File: config.mk
export PLATFORM = sky130hd
export DESIGN_NAME = row_dmem_arbiter
export DESIGN_NICKNAME = d
export VERILOG_FILES = /design/src/rtl/row_dmem_arbiter.sv
export SDC_FILE = /design/constraint.sdc
export NUM_CORES = 1
export LEC_CHECK = 0
export ABC_AREA = 1
export BUFFER_PORTS_ARGS = -buffer_cell sky130_fd_sc_hd__buf_2
export CAP_MARGIN = 20
export CORE_AREA = 10 10 233 235
export CTS_CLUSTER_SIZE = 14
export DETAILED_ROUTE_END_ITERATION = 7
export DIE_AREA = 0 0 243 245
export GPL_ROUTABILITY_DRIVEN = 0
export SKIP_CTS_REPAIR_TIMING = 1
export SKIP_LAST_GASP = 1
export SYNTH_ARGS = -nofsm -noshare
export SYNTH_HDL_FRONTEND = slang
export SYNTH_SLANG_ARGS = --single-unit
File: constraint.sdc
create_clock -name clk -period 3.7 [get_ports clk]
set_input_delay 1.11 -clock clk [delete_from_list [all_inputs] [get_ports clk]]
set_output_delay 1.11 -clock clk [all_outputs]
set_load 0.05 [all_outputs]
File: src/rtl/row_dmem_arbiter.sv
// Round-robin arbiter sharing one data-memory port among the cores of a mesh row.
// Read data returns tagged to the issuing core through a READ_LATENCY-deep tag pipeline.
module row_dmem_arbiter #(
    parameter int NUM_REQ      = 4,
    parameter int ADDR_WIDTH   = 32,
    parameter int DATA_WIDTH   = 64,
    parameter int READ_LATENCY = 1
) (
    input  logic                          clk,
    input  logic                          reset,
    input  logic [NUM_REQ-1:0]            req_en,
    input  logic [NUM_REQ-1:0]            req_wr_en,
    input  logic [NUM_REQ*ADDR_WIDTH-1:0] req_addr,
    input  logic [NUM_REQ*DATA_WIDTH-1:0] req_wdata,
    output logic [NUM_REQ-1:0]            grant,
    output logic [NUM_REQ-1:0]            rvalid,
    output logic [DATA_WIDTH-1:0]         rdata,
    output logic                          mem_en,
    output logic                          mem_wr_en,
    output logic [ADDR_WIDTH-1:0]         mem_addr,
    output logic [DATA_WIDTH-1:0]         mem_wdata,
    input  logic [DATA_WIDTH-1:0]         mem_rdata
);

    localparam int PW = (NUM_REQ > 1) ? $clog2(NUM_REQ) : 1;

    logic [PW-1:0]      rr_ptr_r;
    logic [PW-1:0]      winner_s;
    logic               found_s;
    logic [PW-1:0]      next_ptr_s;
    logic [NUM_REQ-1:0] push_tag_s;
    logic [NUM_REQ-1:0] tag_r [READ_LATENCY];

    // Scan requesters starting at the round-robin pointer; the first active one wins.
    always_comb begin
        int sum_v;
        sum_v    = 0;
        winner_s = rr_ptr_r;
        found_s  = 1'b0;
        for (int k = 0; k < NUM_REQ; k++) begin
            sum_v = int'(rr_ptr_r) + k;
            if (sum_v >= NUM_REQ) begin
                sum_v = sum_v - NUM_REQ;
            end else begin
                sum_v = sum_v;
            end
            if (!found_s && req_en[PW'(sum_v)]) begin
                found_s  = 1'b1;
                winner_s = PW'(sum_v);
            end else begin
                found_s  = found_s;
            end
        end
    end

    // One-hot grant and winner mux onto the shared memory port; grant is held off during reset.
    always_comb begin
        grant     = '0;
        mem_en    = 1'b0;
        mem_wr_en = 1'b0;
        mem_addr  = '0;
        mem_wdata = '0;
        if (found_s && !reset) begin
            grant[winner_s] = 1'b1;
            mem_en          = 1'b1;
            mem_wr_en       = req_wr_en[winner_s];
            mem_addr        = req_addr[winner_s*ADDR_WIDTH +: ADDR_WIDTH];
            mem_wdata       = req_wdata[winner_s*DATA_WIDTH +: DATA_WIDTH];
        end else begin
            grant = '0;
        end
    end

    // Pointer successor and the tag pushed for this cycle (writes push an empty tag).
    always_comb begin
        if (winner_s == PW'(NUM_REQ - 1)) begin
            next_ptr_s = '0;
        end else begin
            next_ptr_s = winner_s + 1'b1;
        end
        if (mem_en && !mem_wr_en) begin
            push_tag_s = grant;
        end else begin
            push_tag_s = '0;
        end
    end

    // Round-robin pointer advances past each granted core.
    always_ff @(posedge clk or posedge reset) begin
        if (reset) begin
            rr_ptr_r <= '0;
        end else if (mem_en) begin
            rr_ptr_r <= next_ptr_s;
        end else begin
            rr_ptr_r <= rr_ptr_r;
        end
    end

    // Read-tag shift register; reset drops any reads still in flight.
    always_ff @(posedge clk or posedge reset) begin
        if (reset) begin
            for (int k = 0; k < READ_LATENCY; k++) begin
                tag_r[k] <= '0;
            end
        end else begin
            tag_r[0] <= push_tag_s;
            for (int k = 1; k < READ_LATENCY; k++) begin
                tag_r[k] <= tag_r[k-1];
            end
        end
    end

    assign rvalid = tag_r[READ_LATENCY-1];

    // Shared read-data bus is quiet unless some core owns it this cycle.
    always_comb begin
        if (|rvalid) begin
            rdata = mem_rdata;
        end else begin
            rdata = '0;
        end
    end

endmodule

[Yosys cells after proc, flatten, opt, wreduce, memory -nomap -nowiden]
Cells that the tools add are included.
Word-level totals
  register bits after elaboration: 6
  bits of input ports: 458
  output and inout port bits: 170
Cells by class
  add/subtract/negate cells: 8
  order comparisons: 10
  eq/ne operators: 1
  shift operators: 2
  muxes and demuxes: 36
  reductions and logical operators: 12
Operator list (count)
  variable part select 256 x 9 -> 64 bit: 1
  two-way mux 64 bit: 2
  variable part select 128 x 8 -> 32 bit: 1
  two-way mux 32 bit: 1
  two-way mux 2 bit: 9
  < comparator 2 x 4 -> 1 bit (second input constant): 4
  two-way mux 1 bit: 16
  binary-select mux 1 bit (select 2 bit): 5
  greater-or-equal comparator 3 bit (second input constant): 3
  two-way mux 4 bit: 2
  subtractor 2 x 1 -> 2 bit (second input constant): 4
  adder 2 x 2 -> 3 bit (second input constant): 2
  logical AND 1 bit: 6
  logical NOT 1 bit: 5
  OR reduction 4 bit: 1
  adder 2 x 1 -> 3 bit (second input constant): 1
  greater-or-equal comparator 2 x 3 -> 1 bit (second input constant): 1
  < comparator 2 x 3 -> 1 bit (second input constant): 1
  adder 2 x 1 -> 2 bit (second input constant): 1
  demux 1 bit (select 2 bit): 1
  == test 2 bit (second input constant): 1
  greater-or-equal comparator 2 x 1 -> 1 bit (second input constant): 1

[Depth between registers and ports, before layout]
  depth after elaboration: 21
  mapped depth: 17
  depth with buffers taken out: 15

[Worst setup path before layout]
No wires, ideal clock.
  path type: input to output
  start point: input port req_en[3]
  end point: output port mem_addr[0]
  data arrival time: 2997 ps
  data required time: 2590 ps
  slack: -407 ps
  stages on the path: 13
  buffers on the path: 2
  cell sequence: nand2_1 -> nand3_1 -> nand2_1 -> nand3_1 -> nand2_1 -> nand2_2 -> nand2_4 -> buf_6 -> buf_2 -> nand2_1 -> nand2_1 -> nand2_1 -> a21oi_1
On the way
  cells in the longest elaborated chain, start to end: 15
  elaborated cells between the ends (all ways): 29
Ends and longest elaborated chain
  from (decl): line 11  | input logic [NUM_REQ-1:0] req_en,
  binary-select mux 1 bit (select 2 bit): line 47  | if (!found_s && req_en[PW'(sum_v)]) begin
  two-way mux 1 bit (not written as such) (2 in series): line 47
  two-way mux 1 bit: line 47
  logical NOT 1 bit: line 47
  logical AND 1 bit: line 47
  two-way mux 1 bit: line 47
  logical NOT 1 bit: line 47
  logical AND 1 bit: line 47
  two-way mux 1 bit: line 47
  logical NOT 1 bit: line 47
  logical AND 1 bit: line 47
  two-way mux 2 bit or two-way mux 1 bit (tied branches): line 47
  variable part select 128 x 8 -> 32 bit or logical AND 1 bit (tied branches): line 67, 63
  two-way mux 32 bit (*): line 63  | if (found_s && !reset) begin
  to (decl): line 20  | output logic [ADDR_WIDTH-1:0] mem_addr,
Mark *: on every way between the ends. The rest lies on a longest branch, timed or not. The select of a mux whose other input is x is not followed.

[Worst setup path in the final report]
  start point: input port req_en[1]
  end point: output port mem_wdata[1]
On the way
  cells in the longest elaborated chain, start to end: 15
  elaborated cells between the ends (all ways): 29
Ends and longest elaborated chain
  binary-select mux 1 bit (select 2 bit): line 47
  two-way mux 1 bit (not written as such) (2 in series): line 47
  two-way mux 1 bit: line 47
  logical NOT 1 bit: line 47
  logical AND 1 bit: line 47
  two-way mux 1 bit: line 47
  logical NOT 1 bit: line 47
  logical AND 1 bit: line 47
  two-way mux 1 bit: line 47
  logical NOT 1 bit: line 47
  logical AND 1 bit: line 47
  two-way mux 2 bit or two-way mux 1 bit (tied branches): line 47
  variable part select 256 x 9 -> 64 bit or logical AND 1 bit (tied branches): line 68, 63
  two-way mux 64 bit (*): line 63
  to (decl): line 21  | output logic [DATA_WIDTH-1:0] mem_wdata,
Marks and branches as above.

==> flow_summary.ini <==
[outcome]
status = complete, but fails checks
violations = negative setup slack

[global_routing]
grt_max_degree = 65
first_global_vias = 9924
grtUsageTotal_pct = 12.4
grt-ovfl-total = 0
antenna_found_initial = 7
grt_first_pass_wirelength_mm = 59.1

[placement]
dp_hpwl_mm = 35.0
io_buffers = 627
placed_area_um2 = 11200
dpl.cell_count = 2512
post-place-ws_ns = -0.562

[cts]
cts_tree = done
htree_levels = 1
cts.sinks = 6
path_clk_slew_ns = 0.03
clk-insertion-delay-late_ns = 0.23
cts_buffers = 3
clockRootBuffer = clkbuf_16
cts.path.max_buffers = 2

[synth]
synth_top_area_share_pct = 45.2
synth.most_common_cell = nand2_1
async_flop_share_pct = 100
synth_edf_count = 0
synth_area_um2 = 5280
synth_area_leaders = nand2_1 (45%), nand3_1 (20%), a21oi_1 (9.2%)
syn_nets = 1673
synth_seq_area_share_pct = 2.84
ys_seq_elements = 6
avgSynthCellArea_um2 = 4.36
synth_cells = 1211
synthTopCellsByCount = nand2_1 (636), nand3_1 (207), a21oi_1 (97)
yosys_warnings = 0
synth_area_leader_cell = nand2_1
synth_cell_type_count = 21
ys.flop_type = dfrtp_1

[worst_hold_path]
holdPathStages = 3
hold_class = register to register

[floorplanning]
initial_core_util_pct = 10.6
rows = 82
die-area_um2 = 59500
ios = 628
dieWidth_um = 243
core_area_um2 = 49700
die_y_um = 245

[timing]
finalHoldViolCount = 0
finClkSkew_ns = 0.000914
max_freq_mhz = 243
finalCriticalPeriod_ns = 4.11
post-route-period-util_pct = 111
rsz0062_at_grt = true
slew_headroom_pct = 58.9
final-setup-viol-count = 101
fin_ws_ns = -0.409
tightest_slew_ns = 0.617
drv_slew = 0

[setup_path]
critPathTopFamily = simple AND/OR/NAND/NOR gates
worstSetupStartpointType = input port
cp_max_fo = 12
worstPathCellList = buf_6 > nand2_2 > nand2_2 > nand2_2 > nand2_4 > nand2_2 > nand2_2 > nand2_4 > nand2_8 > nand2_8 > buf_12 > buf_16 > buf_4 > nand2_1 > nand2_1 > nand2_1 > a21oi_4 > buf_12
path_buf_inv = 5
reg2reg_depth = 19
required_ns = 2.59
worstSetupPathType = input port to primary output
critPathMaxStageDelay_ns = 0.22
worstSetupPathDepth = 18
path_common_cell = nand2_2
cp-end-kind = primary output
slowest_stage = a21oi_4
crit_arrival_ns = 3.00

[route]
routed_wl_mm = 54.5
drtPass1Iterations = 7
remaining_drc_errors = 0
antenna_left = 0
drt_iter0_markers = 537
wl_per_cell_um = 21.0
via_count = 11044
vias_per_cell = 4.25

[final_layout]
drive_gt1_share_pct = 62.1
finalNonFillerCells = 2601
syn_to_final_growth_pct = 181
final_area_um2 = 14900
nets = 2390

[flow_run]
maxCapViolations = 0
## kinds of logic after synthesis
family / synth area share, %
AOI/OAI and AO/OA: 9.39
and+or+nand+nor: 71.4
DFF: 2.84
adders and majority gates: 0.948
buffers and inverters: 15.5
## area by class of cell
class	count	area, µm²
flip-flops and latches	6	150
well taps	672	841
fillers	5377	34800
diodes	3	7.51
repair buffers	814	7050
clock buffers	3	75.1
inverters	79	310
multi-input cells	1024	6420
## per-layer routing
| metal | share of wire [%] | routed length, µm | track usage [%] | vias up |
|---|---|---|---|---|
| li1 | - | - | - | 5229 |
| met1 | 39 | 21200 | 14.9 | 5118 |
| met2 | 49 | 26900 | 21.2 | 593 |
| met3 | 8.1 | 4420 | 3.24 | 104 |
| met4 | 3.7 | 2000 | 4.12 | 0 |
| met5 | 0 | 0 | 0 | - |
## worst register-to-register path, cell delays in order (launching register included)
cell and delay, ns:
dfrtp_1 0.43, inv_2 0.25, nand2_1 0.08, nand2_1 0.17, nand2_2 0.10, nand2_4 0.11, nand2_2 0.06, nand2_2 0.08
nand2_4 0.07, nand2_8 0.14, nand2_8 0.07, buf_12 0.16, buf_12 0.14, clkbuf_16 0.18, nand2_1 0.07, nand2_1 0.05
nand2_1 0.09, buf_4 0.11, nand2_1 0.22, nor2_1 0.40
## registers in the layout (all words and copies together) (netlist names)
register,flops
rr_ptr_r,2
rvalid,4
## per-stage QoR
stage          setup TNS, ns  hold WS [ns]  util (%)
2_1_floorplan          -1.88         0.701         -
3_3_place_gp          -42.65         0.772      22.5
3_5_place_dp          -43.19         0.788      22.5
4_1_cts               -43.55         0.789      22.7
5_1_grt               -41.11         0.867      29.9
6_report              -33.38         0.852      29.9
## final timing paths
path | from | end | slack, ns
min in group asynchronous | reset | rr_ptr_r[1]$_DFFE_PP0P_ | 0.97
max in group asynchronous | reset | rvalid[2]$_DFF_PP0_ | 2.62
worst min register to register | rr_ptr_r[1]$_DFFE_PP0P_ | rr_ptr_r[1]$_DFFE_PP0P_ | 0.85
worst min-delay path | rr_ptr_r[1]$_DFFE_PP0P_ | rr_ptr_r[1]$_DFFE_PP0P_ | 0.85
worst max-delay path | req_en[1] | mem_wdata[1] | -0.41
worst max register to register | rr_ptr_r[0]$_DFFE_PP0P_ | rvalid[2]$_DFF_PP0_ | 0.57
## cell usage in the layout (no fill, tap or decap), drive strengths merged, types with 3 or more instances in the layout
cell type  count
buf          776
nand2        642
nand3        207
a21oi         97
inv           78
nor2          69
clkbuf        41
dfrtp          6
ha             4
diode          3
Power is left out: the tool's default activity adds up to more than one toggle a clock period on the data nets, which glitch-free logic cannot reach.
